===== config.mk =====
export PLATFORM = sky130hd
export DESIGN_NAME = nn_layer_scheduler
export DESIGN_NICKNAME = d
export VERILOG_FILES = /design/src/rtl/nn_layer_scheduler.sv
export SDC_FILE = /design/constraint.sdc
export NUM_CORES = 1
export LEC_CHECK = 0
export ABC_AREA = 1
export BUFFER_PORTS_ARGS = -buffer_cell sky130_fd_sc_hd__buf_2
export CAP_MARGIN = 30
export CORE_MARGIN = 2
export CORE_UTILIZATION = 55
export CTS_CLUSTER_DIAMETER = 150
export DETAILED_ROUTE_END_ITERATION = 16
export PLACE_DENSITY = 0.79
export SLEW_MARGIN = 20
export SYNTH_ARGS = -nofsm -noshare
export SYNTH_HDL_FRONTEND = slang
export SYNTH_SLANG_ARGS = --single-unit

===== constraint.sdc =====
create_clock -name clk -period 2.2 [get_ports clk]
set_input_delay 0.11 -clock clk [delete_from_list [all_inputs] [get_ports clk]]
set_output_delay 0.11 -clock clk [all_outputs]
set_load 0.05 [all_outputs]

===== src/rtl/nn_layer_scheduler.sv =====
// nn_layer_scheduler: sequences FC1/FC2/FC3 neuron by neuron through one shared MAC datapath
module nn_layer_scheduler #(
    parameter int IN1     = 784,
    parameter int N1      = 16,
    parameter int N2      = 16,
    parameter int N3      = 10,
    parameter int MAC_LAT = 2
) (
    input  logic        clk,
    input  logic        rst,
    input  logic        start,
    input  logic        stall,
    output logic        busy,
    output logic        done,
    output logic [1:0]  layer_sel,
    output logic [13:0] w_addr,
    output logic [9:0]  x_addr,
    output logic [3:0]  b_addr,
    output logic        mac_clr,
    output logic        mac_en,
    output logic        bias_en,
    output logic        wb_en,
    output logic [3:0]  wb_addr,
    output logic        relu_en
);
    typedef enum logic [2:0] {IDLE, CLR, MAC, BIAS, DRAIN, WRITE, DONE} state_t;
    localparam int DW = $clog2(MAC_LAT + 1);
    state_t state, state_nx;
    logic [1:0] layer, layer_nx;
    logic [3:0] n, n_nx;
    logic [9:0] k, k_nx;
    logic [13:0] wk, wk_nx;
    logic [DW-1:0] d, d_nx;
    logic [9:0] k_last;
    logic [3:0] n_last;
    logic run;
    always_comb begin
        k_last   = layer == 2'd0 ? 10'(IN1 - 1) : layer == 2'd1 ? 10'(N1 - 1) : 10'(N2 - 1);
        n_last   = layer == 2'd0 ? 4'(N1 - 1) : layer == 2'd1 ? 4'(N2 - 1) : 4'(N3 - 1);
        run      = !stall || state == IDLE || state == DONE;
        state_nx = state;
        layer_nx = layer;
        n_nx     = n;
        k_nx     = k;
        wk_nx    = wk;
        d_nx     = d;
        if (run) begin
            case (state)
                IDLE: if (start) begin
                    state_nx = CLR;
                    layer_nx = '0;
                    n_nx     = '0;
                    k_nx     = '0;
                    wk_nx    = '0;
                end
                CLR:  state_nx = MAC;
                MAC: if (k == k_last) state_nx = BIAS;
                     else begin
                         k_nx  = k + 10'd1;
                         wk_nx = wk + 14'd1;
                     end
                BIAS: state_nx = DRAIN;
                DRAIN: if (d == DW'(MAC_LAT - 1)) begin
                    state_nx = WRITE;
                    d_nx     = '0;
                end else d_nx = d + 1'b1;
                // weights of one layer are contiguous, so wk just keeps counting across neurons
                WRITE: begin
                    state_nx = CLR;
                    k_nx     = '0;
                    if (n != n_last) begin
                        n_nx  = n + 4'd1;
                        wk_nx = wk + 14'd1;
                    end else if (layer != 2'd2) begin
                        layer_nx = layer + 2'd1;
                        n_nx     = '0;
                        wk_nx    = '0;
                    end else state_nx = DONE;
                end
                DONE:    state_nx = IDLE;
                default: state_nx = IDLE;
            endcase
        end
    end
    always_ff @(posedge clk or posedge rst) begin
        if (rst) begin
            state <= IDLE;
            layer <= '0;
            n     <= '0;
            k     <= '0;
            wk    <= '0;
            d     <= '0;
        end else begin
            state <= state_nx;
            layer <= layer_nx;
            n     <= n_nx;
            k     <= k_nx;
            wk    <= wk_nx;
            d     <= d_nx;
        end
    end
    assign busy      = state != IDLE && state != DONE;
    assign done      = state == DONE;
    assign layer_sel = layer;
    assign w_addr    = wk;
    assign x_addr    = k;
    assign b_addr    = n;
    assign wb_addr   = n;
    assign mac_clr   = state == CLR && !stall;
    assign mac_en    = state == MAC && !stall;
    assign bias_en   = state == BIAS && !stall;
    assign wb_en     = state == WRITE && !stall;
    assign relu_en   = wb_en && layer != 2'd2;
endmodule


==> results of run 1 <==
## stage by stage
stage | cells | setup slack, ns
finish | 463 | 0.296
global route | 463 | 0.121
CTS | 463 | 0.277
detailed placement | 454 | 0.305
global placement | 454 | 0.375
floorplan | 364 | 0.188
## worst reg2reg max path, cell delays in order (launching register included)
cell     delay [ns]
dfrtp_1        0.39
inv_1          0.09
ha_1           0.24
nand3_1        0.07
o21ai_0        0.13
nand3_2        0.12
nand3_4        0.12
nor2_4         0.28
buf_4          0.26
nand2_1        0.09
o21ai_2        0.06
## Yosys cell counts
library cell,count
or2_2,1
inv_4,1
o31ai_1,1
inv_1,39
xor2_1,6
nand2_1,116
dfrtp_1,35
nand2_2,1
buf_6,4
o21ai_0,21
nor3_4,1
a21oi_1,4
o21bai_1,2
o21ai_2,12
nor2_2,4
o21ai_1,2
nand3_4,1
inv_2,3
nor3_1,5
nor2_4,1
nand4_1,10
nor2_1,27
nand3_1,48
nand3_2,2
buf_4,5
buf_2,3
clkinv_2,1
nor3b_1,1
ha_1,6
a21o_1,1
## power by group through the flow
stage | clock (mW) | combinational, mW | sequential, mW
finish | 0.531 | 1.21 | 0.831
detailed placement | 0 | 1.21 | 0.843
floorplan | 0 | 0.888 | 0.974
global route | 0.558 | 1.32 | 0.848
CTS | 0.537 | 1.22 | 0.831
global placement | 0 | 1.19 | 0.840
## sequential cells by signal (all words and copies together), names as in the netlist
register and flops:
layer_sel 2, w_addr 14, b_addr 4, x_addr 10, state 3, d 2
## cells by family (layout without fill, tap and decap cells)
family,count (synthesis),after routing
adders and majority gates,6,6
buffers and inverters,56,103
and+or+nand+nor,218,218
xor gates and xnor gates,6,6
DFF,35,35
AOI/OAI and AO/OA,43,43
## per-layer routing
| layer | vias to the layer above | part of all wire, % | global-route usage, % |
|---|---|---|---|
| li1 | 1262 | - | - |
| met1 | 1150 | 44 | 29.6 |
| met2 | 63 | 50 | 39.2 |
| met3 | 6 | 5.2 | 4.50 |
| met4 | 0 | 1.3 | 9.43 |
| met5 | - | 0 | 0 |
## timing repair
action,in CTS,in global routing
endpoints found under the hold margin,35,0
hold buffers,1,0
gates resized for setup,0,0
setup endpoints to repair,0,0
## worst paths after layout
check                                    endpoint  slack (ns)  depth (start not counted)
hold / removal                   d[1]$_DFFE_PP0P_        0.22                          3
setup / recovery            w_addr[4]$_DFFE_PP0P_        0.30                         10
hold reg to reg                  d[1]$_DFFE_PP0P_        0.49                          1
max in group asynchronous   x_addr[7]$_DFFE_PP0P_        1.41                          4
min in group asynchronous  w_addr[10]$_DFFE_PP0P_        0.46                          4
setup reg to reg            w_addr[4]$_DFFE_PP0P_        0.30                         10
## area by class of cell
type                       instances  area [um2]  share of cell area, %
sequential                        35         876                   30.6
clock buffer                       8         100                   3.50
multi-input combinational        273        1370                   48.0
inverter                          44         169                   5.91
tap                               52        65.1                   2.28
timing repair buffer              51         275                   9.63
==> reports/metrics.cfg, run 1 <==
[yosys]
syn_area_mm2 = 0.00251
synth_top_area_share_pct = 34.8
synth.top_cells.by_area = dfrtp_1, nand2_1, nand3_1, inv_1, o21ai_0
synthAdderAreaFrac_pct = 2.99
synth.distinct_cells = 30
synth_top_family_by_area = simple AND/OR/NAND/NOR gates
syn_inst = 364
synth_top_cell_by_area = dfrtp_1
synth_compound_area_share_pct = 10.7
synth_area_per_cell_um2 = 6.91
syn-num-nets = 374
synth_xor_area_share_pct = 2.09
synth.mux.area_fraction_pct = 0
synth_warnings = 0
ys_seq_elements = 35
seq_area_frac_synth_pct = 34.8
yosys.area_share.simple_pct = 38.8

[worst_setup_path]
critPathMaxFanout = 12
startpoint_type = register
slowest_delay_ns = 0.39
critPathKind = register to register
cp_top_family = simple AND/OR/NAND/NOR gates
r2r-start = layer_sel[0]$_DFFE_PP0P_
crit_chain = inv_1 -> ha_1 -> nand3_1 -> o21ai_0 -> nand3_2 -> nand3_4 -> nor2_4 -> buf_4 -> nand2_1 -> o21ai_2
path_buf_inv = 2
end_kind = register
cp_slowest_cell = dfrtp_1
required_ns = 2.43
worstPathArrival_ns = 2.14
cp-startpoint = layer_sel[0]$_DFFE_PP0P_

[clocking]
cts_setup_buffers = 0
cts_root_buffer = clkbuf_8
cts_tree = built
numCtsBuffers = 5
clock-sinks = 35
clock_path_buffers = 2
clk_pin_slew_ns = 0.08
cts_max_level = 2
insertion_delay_ns = 0.30

[sta]
timing.fmax_ghz = 0.525
tightest_slew_ns = 0.470
whs_ns = 0.218
rsz0062_at_grt = false
fin_skew_ns = 0.0138
slew_violations = 0
relSlewSlack_pct = 68.4
setup_tns_ns = 0
setup_viol = 0
hold_violations = 0
fin_crit_ns = 1.90
period_share_pct = 86.5

[power]
p_sw_share_pct = 49.3
intPower_mw = 1.30
power_frac_comb_pct = 46.9
ir_drop_mv = 0.767
totalPowerFinal_mw = 2.57
switchingPower_mw = 1.27
p_clk_share_pct = 20.7
p_leak_nw = 1.51
p_per_area_mw_per_mm2 = 898
pwr-share-seq_pct = 32.4

[cells_and_area]
area_delta_synth_final_pct = 13.6
drive_gt1_share_pct = 20.7
final_common_cell = nand2_1
fillers = 389
final_cell_mix = nand2_1, nand3_1, buf_2
nets = 420
finalInstanceArea_mm2 = 0.00286
final_core_util_pct = 65.2
diodes = 0

[placed_design]
dpl-instance-area_mm2 = 0.00275
place_hpwl_mm = 4.18
gp_congestion = 0.878
portBuffers = 44

[floorplan]
core_area_mm2 = 0.00438
die_area_mm2 = 0.00513
die_w_um = 71.6
die_h_um = 71.6
io_pins = 45
rows = 24
start_util_pct = 57.4

[hold_path]
hold_start = stall
hold_path.class = primary input to register

[status]
outcome = finished, final reports clean

[global_routing]
grt_pass1_wl_mm = 9.47
grt_antenna_before_repair = 0
first_global_vias = 2174
track_usage_pct = 23.4
grt_max_degree = 36
overflow = 0

[detailed_routing]
drc = 0
routed_via_density = 5.36
vias = 2481
drt_wl_total_mm = 5.69
drt_first_pass_iters = 4
drt.antenna.violating_nets = 0
wl_per_cell_um = 12.3
drtIter0Drc = 171

[run]
maxCapViolations = 0

No activity file was read; power rests on OpenSTA's default activity.
==> run 2, diff against run 1 <==
Settings changed: CORE_ASPECT_RATIO set to 0.7.
==> run 2 against run 1 <==
Net effect:
- die area increased by 0.17%
- critical endpoint is now w_addr[0]$_DFFE_PP0P_
- core utilization increased by 0.53 points
- global-route usage increased by 2.1 points
- worst setup slack improved by 0.025 ns
- count of clock-buffer cells in the layout decreased by 1
- final cell count increased by 0.65%
- sequential cell count unchanged
- total power increased by 3.3%
- first-iteration DRC count increased by 34%
- sequential share of layout area decreased by 0.21 points
- highest routed layer unchanged
- register-to-register slack improved by 0.02 ns
- cell area increased by 0.70%
==> reports/metrics.cfg, run 2 (synthesis results as in run 1) <==
[status]
outcome = finished, final reports clean

[clocking]
clock_path_buffers = 2
cts_resized = 0
clk_pin_slew_ns = 0.08
clock-sinks = 35
insertion_delay_ns = 0.31
cts_tree = built
cts_root_buffer = clkbuf_8
cts_max_level = 2
numCtsBuffers = 5

[cells_and_area]
fillers = 401
diodes = 0
final_cell_mix = nand2_1, nand3_1, buf_2
nets = 420
finalInstanceArea_mm2 = 0.00288
area_delta_synth_final_pct = 14.4
largest_reg_flops = 14
final_cell_count_no_fill = 466
drive_gt1_share_pct = 20.9
final_common_cell = nand2_1

[worst_setup_path]
worstPathArrival_ns = 2.12
worstRegToRegCells = 11
critPathKind = register to register
r2r-start = x_addr[0]$_DFFE_PP0P_
end_kind = register
critPathMaxFanout = 13
cp-startpoint = x_addr[0]$_DFFE_PP0P_
required_ns = 2.44
startpoint_type = register

[floorplan]
core_area_mm2 = 0.00438
die_h_um = 60.6
die_area_mm2 = 0.00514
io_pins = 45
start_util_pct = 57.4
die_w_um = 84.8
rows = 20

[sta]
slew_violations = 0
period_share_pct = 85.4
rsz0062_at_grt = false
fin_crit_ns = 1.88
hold_violations = 0
relSlewSlack_pct = 70.8
fin_skew_ns = 0.0154
tightest_slew_ns = 0.434
whs_ns = 0.203
setup_tns_ns = 0
setup_viol = 0
timing.fmax_ghz = 0.532

[detailed_routing]
drtIter0Drc = 229
drt.antenna.violating_nets = 0
drt_wl_total_mm = 6.26
wl_per_cell_um = 13.4
drc = 0
vias = 2555
routed_via_density = 5.48
drt_first_pass_iters = 5

[placed_design]
portBuffers = 44
gp_congestion = 0.917
dp_cells = 457
place_hpwl_mm = 4.45
dpl-instance-area_mm2 = 0.00276

[power]
p_per_area_mw_per_mm2 = 921
ir_drop_mv = 0.697
p_leak_nw = 1.51

[hold_path]
worstHoldPathCells = 3
hold_path.class = primary input to register
hold_start = stall

[global_routing]
grt_antenna_before_repair = 0
grt_max_degree = 36
grt_pass1_wl_mm = 10.2
first_global_vias = 2105
track_usage_pct = 25.5
overflow = 0

[run]
maxCapViolations = 0

run 2: cell count changes in the layout (fill, tap and decap cells not counted):
| cell | previous run | this run |
|---|---|---|
| buf_12 | 0 | 1 |
| buf_4 | 6 | 5 |
| clkinvlp_4 | 0 | 1 |
| clkbuf_1 | 1 | 0 |
run 2: per-stage QoR:
stage,total power [mW],utilization (%),worst slack (ns)
floorplan,1.86,-,0.188
global placement,2.07,63.1,0.430
detailed placement,2.10,63.1,0.351
CTS,2.65,65.7,0.336
global route,2.80,65.7,0.135
finish,2.65,65.7,0.321
run 2: path summary, 6_finish.rpt:
| check | to | slack, ns |
|---|---|---|
| setup / recovery | w_addr[0]$_DFFE_PP0P_ | 0.32 |
| hold / removal | d[1]$_DFFE_PP0P_ | 0.20 |
| setup reg to reg | w_addr[0]$_DFFE_PP0P_ | 0.32 |
| hold reg to reg | d[1]$_DFFE_PP0P_ | 0.50 |
| max in group asynchronous | x_addr[4]$_DFFE_PP0P_ | 1.45 |
| min in group asynchronous | x_addr[7]$_DFFE_PP0P_ | 0.43 |
run 2: power by group:
| group | leakage (nW) | switching, mW | internal (mW) |
|---|---|---|---|
| registers | 0.479 | 0.112 | 0.729 |
| logic | 0.981 | 0.952 | 0.315 |
| clock network | 0.0505 | 0.258 | 0.285 |
| total | 1.51 | 1.32 | 1.33 |
run 2: final cells by class:
type                            instances  area (um2)  share of cell area [%]
Clock buffer                            7        96.3                    3.35
Clock inverter                          1        7.51                   0.261
Inverter                               44         169                    5.87
Multi-Input combinational cell        273        1370                    47.7
Sequential cell                        35         876                    30.4
Tap cell                               55        68.8                    2.39
Timing Repair Buffer                   51         288                    10.0
run 2: worst max-delay path, stage by stage, from the launching register on:
cell     delay, ns
dfrtp_1       0.44
ha_1          0.23
nand2_1       0.11
nor2_2        0.07
inv_1         0.08
nor2_2        0.05
nand3_2       0.07
nand3_4       0.13
nor2_4        0.30
buf_12        0.19
nand2_1       0.08
o21ai_2       0.06
run 2: layer usage:
layer | up-vias | track usage (%) | part of all wire [%]
li1 | 1278 | - | -
met1 | 1179 | 40.9 | 51
met2 | 87 | 34.2 | 41
met3 | 11 | 4.49 | 6.7
met4 | 0 | 8.39 | 1.6
met5 | - | 0 | 0
run 2: timing repair:
action | CTS | global route
endpoints found under the hold margin | 35 | 0
hold buffers | 1 | 0
buffers inserted | 0 | 0
